$ cat config.mk
export PLATFORM = sky130hd
export DESIGN_NAME = i2c_target_rx
export DESIGN_NICKNAME = d
export VERILOG_FILES = /design/src/rtl/i2c_target_rx.sv
export SDC_FILE = /design/constraint.sdc
export NUM_CORES = 1
export LEC_CHECK = 0
export BUFFER_PORTS_ARGS = -buffer_cell sky130_fd_sc_hd__buf_4
export CAP_MARGIN = 25
export CORE_AREA = 2 2 51 53
export CTS_BUF_LIST = sky130_fd_sc_hd__clkbuf_16
export DETAILED_ROUTE_END_ITERATION = 16
export DIE_AREA = 0 0 53 55
export PLACE_DENSITY = 0.78
export SETUP_SLACK_MARGIN = 0.2
export SYNTH_ARGS = -nofsm -noshare
export SYNTH_HDL_FRONTEND = slang
export SYNTH_SLANG_ARGS = --single-unit
$ cat constraint.sdc
create_clock -name clk -period 2.89 [get_ports clk]
set_input_delay 0.1445 -clock clk [delete_from_list [all_inputs] [get_ports clk]]
set_output_delay 0.1445 -clock clk [all_outputs]
set_load 0.1 [all_outputs]
$ cat src/rtl/i2c_target_rx.sv
// Write-only I2C target: oversamples sck/sda on clk, detects START/STOP, matches a 7-bit
// address, ACKs each byte and presents every received data byte as a one-clk strobe.
module i2c_target_rx #(
  parameter logic [6:0]  ADDR        = 7'h3C,
  parameter int unsigned SYNC_STAGES = 2
) (
  input  logic       clk,
  input  logic       rst_n,
  input  logic       sck,
  input  logic       sda_in,
  output logic       sda_oe,
  output logic [7:0] rx_data,
  output logic       rx_valid,
  output logic       rx_first,
  output logic       busy
);

  typedef enum logic [2:0] {
    ST_IDLE     = 3'd0,
    ST_ADDR     = 3'd1,
    ST_ADDR_ACK = 3'd2,
    ST_DATA     = 3'd3,
    ST_DATA_ACK = 3'd4,
    ST_IGNORE   = 3'd5
  } state_t;

  logic [SYNC_STAGES-1:0] sck_sync_r;
  logic [SYNC_STAGES-1:0] sda_sync_r;
  logic                   sck_d_r;
  logic                   sda_d_r;
  logic                   sck_now_s;
  logic                   sda_now_s;
  logic                   start_s;
  logic                   stop_s;
  logic                   rise_s;
  logic                   fall_s;
  logic                   addr_match_s;

  state_t     state_r;
  state_t     state_n;
  logic [2:0] cnt_r;
  logic [2:0] cnt_n;
  logic [7:0] shift_r;
  logic [7:0] shift_n;
  logic       done_r;
  logic       done_n;
  logic       armed_r;
  logic       armed_n;
  logic [7:0] rx_data_r;
  logic [7:0] rx_data_n;
  logic       rx_valid_r;
  logic       rx_valid_n;
  logic       rx_first_r;
  logic       rx_first_n;
  logic       sda_oe_r;
  logic       sda_oe_n;
  logic       busy_r;
  logic       busy_n;

  // Address byte is accepted only for our address with R/W = 0 (write).
  function automatic logic addr_match(input logic [7:0] frame, input logic [6:0] addr);
    return (frame[7:1] == addr) && (frame[0] == 1'b0);
  endfunction

  // Synchronisers plus one edge-detect stage; reset to the idle-bus level.
  always_ff @(posedge clk) begin
    if (!rst_n) begin
      sck_sync_r <= {SYNC_STAGES{1'b1}};
      sda_sync_r <= {SYNC_STAGES{1'b1}};
      sck_d_r    <= 1'b1;
      sda_d_r    <= 1'b1;
    end else begin
      sck_sync_r <= {sck_sync_r[SYNC_STAGES-2:0], sck};
      sda_sync_r <= {sda_sync_r[SYNC_STAGES-2:0], sda_in};
      sck_d_r    <= sck_now_s;
      sda_d_r    <= sda_now_s;
    end
  end

  assign sck_now_s    = sck_sync_r[SYNC_STAGES-1];
  assign sda_now_s    = sda_sync_r[SYNC_STAGES-1];
  // sck must be high in both samples, so a simultaneous sck/sda change is plain data.
  assign start_s      = sck_now_s & sck_d_r & sda_d_r & ~sda_now_s;
  assign stop_s       = sck_now_s & sck_d_r & ~sda_d_r & sda_now_s;
  assign rise_s       = sck_now_s & ~sck_d_r;
  assign fall_s       = ~sck_now_s & sck_d_r;
  assign addr_match_s = addr_match(shift_r, ADDR);

  // FSM state, bit counter, shifter and registered outputs.
  always_ff @(posedge clk) begin
    if (!rst_n) begin
      state_r    <= ST_IDLE;
      cnt_r      <= 3'd0;
      shift_r    <= 8'h00;
      done_r     <= 1'b0;
      armed_r    <= 1'b0;
      rx_data_r  <= 8'h00;
      rx_valid_r <= 1'b0;
      rx_first_r <= 1'b0;
      sda_oe_r   <= 1'b0;
      busy_r     <= 1'b0;
    end else begin
      state_r    <= state_n;
      cnt_r      <= cnt_n;
      shift_r    <= shift_n;
      done_r     <= done_n;
      armed_r    <= armed_n;
      rx_data_r  <= rx_data_n;
      rx_valid_r <= rx_valid_n;
      rx_first_r <= rx_first_n;
      sda_oe_r   <= sda_oe_n;
      busy_r     <= busy_n;
    end
  end

  // Next-state and next-output logic.
  always_comb begin
    state_n    = state_r;
    cnt_n      = cnt_r;
    shift_n    = shift_r;
    done_n     = done_r;
    armed_n    = armed_r;
    rx_data_n  = rx_data_r;
    rx_valid_n = 1'b0;
    rx_first_n = 1'b0;

    if (start_s) begin
      state_n = ST_ADDR;
      cnt_n   = 3'd0;
      done_n  = 1'b0;
      armed_n = 1'b0;
    end else if (stop_s) begin
      state_n = ST_IDLE;
      cnt_n   = 3'd0;
      done_n  = 1'b0;
      armed_n = 1'b0;
    end else begin
      case (state_r)
        ST_IDLE: begin
          state_n = ST_IDLE;
        end
        ST_ADDR, ST_DATA: begin
          if (rise_s && !done_r) begin
            shift_n = {shift_r[6:0], sda_now_s};
            cnt_n   = cnt_r + 3'd1;
            done_n  = (cnt_r == 3'd7);
          end else if (fall_s && done_r) begin
            // Falling edge after bit 8: the ACK slot starts here.
            done_n = 1'b0;
            cnt_n  = 3'd0;
            if (state_r == ST_ADDR) begin
              state_n = addr_match_s ? ST_ADDR_ACK : ST_IGNORE;
            end else begin
              state_n    = ST_DATA_ACK;
              rx_data_n  = shift_r;
              rx_valid_n = 1'b1;
              rx_first_n = armed_r;
              armed_n    = 1'b0;
            end
          end else begin
            state_n = state_r;
          end
        end
        ST_ADDR_ACK: begin
          if (fall_s) begin
            state_n = ST_DATA;
            armed_n = 1'b1;
          end else begin
            state_n = ST_ADDR_ACK;
          end
        end
        ST_DATA_ACK: begin
          if (fall_s) begin
            state_n = ST_DATA;
          end else begin
            state_n = ST_DATA_ACK;
          end
        end
        ST_IGNORE: begin
          state_n = ST_IGNORE;
        end
        default: begin
          state_n = ST_IDLE;
          cnt_n   = 3'd0;
          done_n  = 1'b0;
          armed_n = 1'b0;
        end
      endcase
    end

    sda_oe_n = (state_n == ST_ADDR_ACK) || (state_n == ST_DATA_ACK);
    busy_n   = (state_n != ST_IDLE);
  end

  assign sda_oe   = sda_oe_r;
  assign rx_data  = rx_data_r;
  assign rx_valid = rx_valid_r;
  assign rx_first = rx_first_r;
  assign busy     = busy_r;

endmodule

==> results by group, run 1 <==
Yosys
  • Post-synthesis register bit count: 34
  • Count of cell types in the netlist: 37
  • Largest cells by area after synthesis: dfxtp_1 (50%), a21oi_1 (8.1%), nand2_1 (8.0%)
  • Yosys top cell area share: 0.498
  • Synth Area in XOR/XNOR: 0.00640
  • Area leader, netlist: dfxtp_1
  • Post-synthesis mux area share: 0
  • Synth Warn #: 0
  • Ys flop type: dfxtp_1
  • Synth Net Count: 166
  • Area share of fa/ha/maj cells after synthesis: 0.0183
  • Synth Cell Area: 1370 um2
  • Largest family of logic cells by synthesized area: simple AND/OR/NAND/NOR gates
  • Syn avg cell area: 8.55 um2
  • Share of the synthesized area in compound gates (AO/OA/AOI/OAI): 0.178
  • Post-synth ARST share: 0
  • Simple logic cell fraction of the synthesized area: 0.259
  • EDFF count, synth: 0
  • Post-Syn Instances: 160
  • Sequential area share after synthesis: 0.498

Detailed routing
  • DR WL/cell: 12.7 um
  • # DRC: 0
  • Routed vias/inst: 5.63
  • Post-DRT Antenna Nets: 0
  • Routed WL: 2600 um
  • Vias: 1154
  • Initial drt markers: 20
  • DRT Pass-1 Iters: 4

Pwr
  • Final Power: 988 uW
  • Power Dens Cells: 613 nW/um2
  • Leak pwr: 0.595 nW
  • Worst vdd ir: 0.000649 V

Clock tree
  • Clk_lat worst skew: 270 ps
  • Post-CTS Setup Repair Bufs: 0
  • Post-CTS resize count: 0
  • Post-CTS Hold Fix Bufs: 0
  • CTS tree: yes
  • Clk buf depth: 2
  • Clk sink count: 34
  • Clock Root Buffer: clkbuf_16
  • Number of H-tree levels: 2
  • CTS Buf Count: 5
  • Clock-pin slew on the worst setup and hold paths: 50 ps

Floorplanning
  • Rows: 18
  • Die X: 53 um
  • Top Ports: 16
  • Area of the core: 2360 um2
  • Die Height: 55 um
  • Starting Density: 0.578
  • Die Area: 2920 um2

Worst setup path
  • Delay-heaviest family, CP: simple AND/OR/NAND/NOR gates
  • Most used cell, CP: nor2_1
  • Worst Setup End Kind: register
  • R2R cell count: 5
  • Worst-path cell chain: nand2b_1, nor2_1, nand2_1, nor2_1, and2_1
  • Worst Path Arrival: 2110 ps
  • RR Endpoint: rx_first$_SDFF_PP0_
  • Crit Path Max Fanout: 11
  • CP peak stage delay: 490 ps
  • Levels on crit path: 5
  • Startpoint types: register
  • Setup slack, reg-to-reg: 1000 ps
  • Crit Path Class: reg2reg
  • Worst reg2reg startpoint: state_r[0]$_SDFF_PN0_
  • Bufs and invs on worst path: 0
  • Critical Path RT: 3110 ps
  • Crit-path slowest cell: dfxtp_1

Worst hold path
  • Hold depth: 2
  • WHS Endpoint: sda_sync_r[0]$_SDFF_PN1_
  • Hold Path Origin: sda_in
  • Worst min path class: in2reg

Cells and area
  • Diode count: 0
  • NumNets Final: 180
  • Share of cells above drive strength 1: 0.143
  • Layout area overhead: 17.7%
  • Multi-input combinational cell area: 632 um2
  • Seq. cell area: 681 um2
  • Fillers: 186

Timing
  • Tmin final: 1890 ps
  • Setup Skew: 1.91 ps
  • Hold Violations, Final: 0
  • Final Cycle Share: 0.655
  • RSZ-0062 raised after global routing: no
  • Slew Viols, Final: 0
  • Worst slew pin tran: 699 ps
  • Final TNS setup: 0 ps
  • Setup violators final: 0
  • Highest achievable clock rate: 528 MHz
  • Slew HR: 0.533

Global route
  • Global-route wire length before repair: 4260 um
  • Largest net degree at the start of global routing: 24
  • Grt ovf: 0
  • Vias in the first global route: 948
  • Initial antenna violation count: 0
  • Gr usage total: 0.211

Place
  • Port Buffers: 15
  • Dpl hpwl: 1860 um
  • GPL Wtd Cong: 0.870

Flow run
  • Maxcap violations: 0

Status
  • Status: finished clean
-- layer usage --
metal	GRT usage	up-vias	share of wire
li1	-	580	-
met1	0.249	542	0.45
met2	0.340	26	0.50
met3	0.0806	6	0.038
met4	0.103	0	0.015
met5	0	-	0
-- cells in the final DEF, fill, tap and decap left out, types with 3 or more instances in the layout --
| cell | Yosys | layout |
|---|---|---|
| clkbuf_16 | 0 | 5 |
| a31oi_1 | 3 | 3 |
| nand2b_1 | 8 | 8 |
| clkinv_1 | 1 | 4 |
| a22oi_1 | 3 | 3 |
| nand3_1 | 8 | 8 |
| dfxtp_1 | 34 | 34 |
| nor2_1 | 13 | 13 |
| buf_4 | 0 | 15 |
| nand2_1 | 29 | 29 |
| a21oi_1 | 22 | 22 |
-- cells by family after synthesis --
family	count (synthesis)
AO/OA/AOI/OAI	39
adder cells (fa/ha/maj)	2
buffers and inverters	11
flip-flops	34
XOR/XNOR	1
AND/OR/NAND/NOR	73
-- worst max-delay path by stage --
stage / startpoint / endpoint / slack, ps
2_1_floorplan: state_r[2]$_SDFF_PN0_ / sda_oe$_SDFF_PN0_ / 1480
3_3_place_gp: state_r[2]$_SDFF_PN0_ / rx_first$_SDFF_PP0_ / 1180
3_5_place_dp: state_r[2]$_SDFF_PN0_ / rx_first$_SDFF_PP0_ / 1040
4_1_cts: state_r[0]$_SDFF_PN0_ / rx_first$_SDFF_PP0_ / 1000
5_1_grt: state_r[0]$_SDFF_PN0_ / rx_first$_SDFF_PP0_ / 720
6_report: state_r[0]$_SDFF_PN0_ / rx_first$_SDFF_PP0_ / 1000
-- worst register-to-register path: cells and delay by family (launching register included) --
kind | cells | cell delay [ps]
flip-flops | 1 | 490
AND/OR/NAND/NOR | 5 | 1350
-- area by class of cell --
cell class	count	share of cell area
sequential	34	0.423
multi-input combinational	115	0.392
clock buffer	5	0.0777
timing repair buffer	15	0.0699
tap	30	0.0233
clock inverter	3	0.00699
inverter	3	0.00699
-- where the power goes --
part	leakage [nW]	total (mW)	internal [mW]	switching, mW
registers	0.275	0.476	0.473	0.00280
logic	0.253	0.0249	0.00896	0.0160
clock network	0.0663	0.486	0.309	0.177
total	0.595	0.988	0.792	0.196
-- state kept, by name, indices dropped and copies added, names as in the netlist --
name and flops:
armed_r 1, busy 1, cnt_r 3, done_r 1, rx_data 8, rx_first 1, rx_valid 1, sck_d_r 1
sck_sync_r 2, sda_d_r 1, sda_oe 1, sda_sync_r 2, shift_r 8, state_r 3
-- through the flow --
step | hold WS, ps | instances | util | area, um2 | worst slack (ps)
after floorplan | 218 | 160 | - | 1370 | 1480
after global placement | 330 | 197 | 0.623 | 1470 | 1180
after detailed placement | 332 | 197 | 0.623 | 1470 | 1040
after CTS | 45.1 | 205 | 0.681 | 1610 | 997
after global routing | 46.0 | 205 | 0.681 | 1610 | 722
final | 50.4 | 205 | 0.681 | 1610 | 998
-- Yosys cell counts (all sizes together), types with 2 or more instances --
master	number
nand2b	8
nor2	13
a22oi	3
nor2b	2
inv	2
o21ai	3
buf	6
and2	2
a31oi	3
clkbuf	2
nand2	29
a21oi	23
or2	2
nand3	8
dfxtp	34
nor3	2
ha	2
Power figures use the tool's default switching activity.
==> inputs of run 2 (changes only) <==
--- a/config.mk
+++ b/config.mk
@@ -7,11 +7,11 @@
 export LEC_CHECK = 0
 export BUFFER_PORTS_ARGS = -buffer_cell sky130_fd_sc_hd__buf_4
 export CAP_MARGIN = 25
-export CORE_AREA = 2 2 51 53
+export CORE_AREA = 2 2 53 55
 export CTS_BUF_LIST = sky130_fd_sc_hd__clkbuf_16
 export DETAILED_ROUTE_END_ITERATION = 16
-export DIE_AREA = 0 0 53 55
-export PLACE_DENSITY = 0.78
+export DIE_AREA = 0 0 55 57
+export PLACE_DENSITY = 0.72
 export SETUP_SLACK_MARGIN = 0.2
 export SYNTH_ARGS = -nofsm -noshare
 export SYNTH_HDL_FRONTEND = slang
==> constraint.sdc (replaced) <==
create_clock -name clk -period 1.85 [get_ports clk]
set_input_delay 0.0925 -clock clk [delete_from_list [all_inputs] [get_ports clk]]
set_output_delay 0.0925 -clock clk [all_outputs]
set_load 0.1 [all_outputs]
==> run 2 against run 1 <==
Via count decreased by 0.87%. Sequential cell count is the same. Sequential share of layout area is 2.1 points lower. First-iteration DRC count increased by 35%. Sequential power is 56% higher. Routed wire length increased by 4.4%. Critical path depth unchanged. Register-to-register slack got worse by 640 ps.
==> results by group, run 2 (same netlist as run 1, synthesis figures left out) <==
Global route
  • Initial antenna violation count: 0
  • Grt ovf: 0
  • Global-route wire length before repair: 4570 um
  • Gr usage total: 0.206
  • Largest net degree at the start of global routing: 20
  • Vias in the first global route: 1020

Floorplanning
  • Die X: 55 um
  • Die Height: 57 um
  • Starting Density: 0.523
  • Area of the core: 2620 um2
  • Die Area: 3140 um2
  • Top Ports: 16
  • Rows: 19

Timing
  • Final Cycle Share: 0.809
  • Setup violators final: 0
  • Tmin final: 1500 ps
  • Hold Slack: 11.1 ps
  • Worst slew pin tran: 685 ps
  • Hold Violations, Final: 0
  • RSZ-0062 raised after global routing: no
  • Slew HR: 0.540
  • Final TNS setup: 0 ps
  • Slew Viols, Final: 0
  • Setup Skew: 3.59 ps
  • Highest achievable clock rate: 668 MHz

Worst setup path
  • Critical Path RT: 2030 ps
  • Crit Path Class: reg2reg
  • Startpoint types: register
  • Worst Path Arrival: 1680 ps
  • Delay-heaviest family, CP: compound AO/OA/AOI/OAI gates
  • Worst Setup End Kind: register
  • Bufs and invs on worst path: 0
  • Worst-path cell chain: nor4bb_2, nand4_1, a31oi_1, a21oi_2, a2111oi_2
  • CP peak stage delay: 360 ps
  • Crit-path slowest cell: dfxtp_1
  • Crit Path Max Fanout: 4

Place
  • Port Buffers: 15
  • GPL Wtd Cong: 0.796
  • Dpl hpwl: 1820 um

Clock tree
  • Clk sink count: 34
  • Clock-pin slew on the worst setup and hold paths: 50 ps
  • Clk_lat worst skew: 280 ps
  • Clk buf depth: 2
  • Post-CTS Hold Fix Bufs: 0
  • Clock Root Buffer: clkbuf_16
  • Post-CTS Setup Repair Bufs: 0
  • Post-CTS resize count: 0
  • CTS Buf Count: 5
  • Number of H-tree levels: 2
  • CTS tree: yes

Detailed routing
  • Routed vias/inst: 5.47
  • Routed WL: 2720 um
  • Post-DRT Antenna Nets: 0
  • Initial drt markers: 27
  • # DRC: 0
  • DR WL/cell: 13.0 um
  • Vias: 1144
  • DRT Pass-1 Iters: 4

Cells and area
  • Share of cells above drive strength 1: 0.174
  • Seq. cell area: 681 um2
  • Fillers: 232
  • Most frequent cells in the layout: dfxtp_1 (34), nand2_1 (29), a21oi_1 (22), buf_4 (18), nor2_1 (13)
  • Diode count: 0
  • Most common cell after layout, fill and taps aside: dfxtp_1
  • NumNets Final: 183
  • Multi-input combinational cell area: 638 um2
  • Layout area overhead: 23.8%

Pwr
  • Worst vdd ir: 0.000868 V
  • Power Dens Cells: 1090 nW/um2
  • Leak pwr: 0.636 nW

Status
  • Status: finished clean

Flow run
  • Maxcap violations: 0

Worst hold path
  • Worst min path class: in2reg
run 2: changes by cell type in the layout (fill, tap and decap cells not counted), sizes merged:
cell / previous run / this run
buf: 15 / 18
clkinv: 4 / 2
bufinv: 0 / 2
run 2: layout make-up:
| cell class | count | share of cell area |
|---|---|---|
| Multi-Input combinational cell | 115 | 0.377 |
| Tap cell | 31 | 0.0229 |
| Inverter | 3 | 0.00665 |
| Clock inverter | 3 | 0.0377 |
| Clock buffer | 5 | 0.0739 |
| Sequential cell | 34 | 0.402 |
| Timing Repair Buffer | 18 | 0.0798 |
run 2: where the power goes:
part | switching [mW] | internal, mW | leakage, nW
sequential | 0.00487 | 0.739 | 0.275
combinational | 0.0254 | 0.0140 | 0.270
clock | 0.296 | 0.766 | 0.0915
total | 0.326 | 1.52 | 0.636
run 2: worst paths after layout:
kind,start,cells past startpoint,slack (ps),endpoint
setup / recovery,shift_r[5]$_SDFFE_PN0P_,5,350,sda_oe$_SDFF_PN0_
hold / removal,sda_in,2,10,sda_sync_r[0]$_SDFF_PN1_
setup reg to reg,shift_r[5]$_SDFFE_PN0P_,5,350,sda_oe$_SDFF_PN0_
hold reg to reg,sck_sync_r[0]$_SDFF_PN1_,1,410,sck_sync_r[1]$_SDFF_PN1_
run 2: stage by stage:
stage | utilization | instances | total power [mW] | worst slack [ps] | cell area (um2)
floorplan | - | 160 | 0.784 | 435 | 1370
global placement | 0.573 | 201 | 0.797 | 401 | 1500
detailed placement | 0.573 | 201 | 0.798 | 386 | 1500
CTS | 0.645 | 209 | 1.86 | 358 | 1690
global route | 0.647 | 209 | 1.89 | 205 | 1690
finish | 0.647 | 209 | 1.84 | 353 | 1690
run 2: routing by layer:
metal	GRT usage	wire length, um
met3	0.0942	197
met4	0.105	48
met1	0.263	1180
met5	0	0
met2	0.289	1290
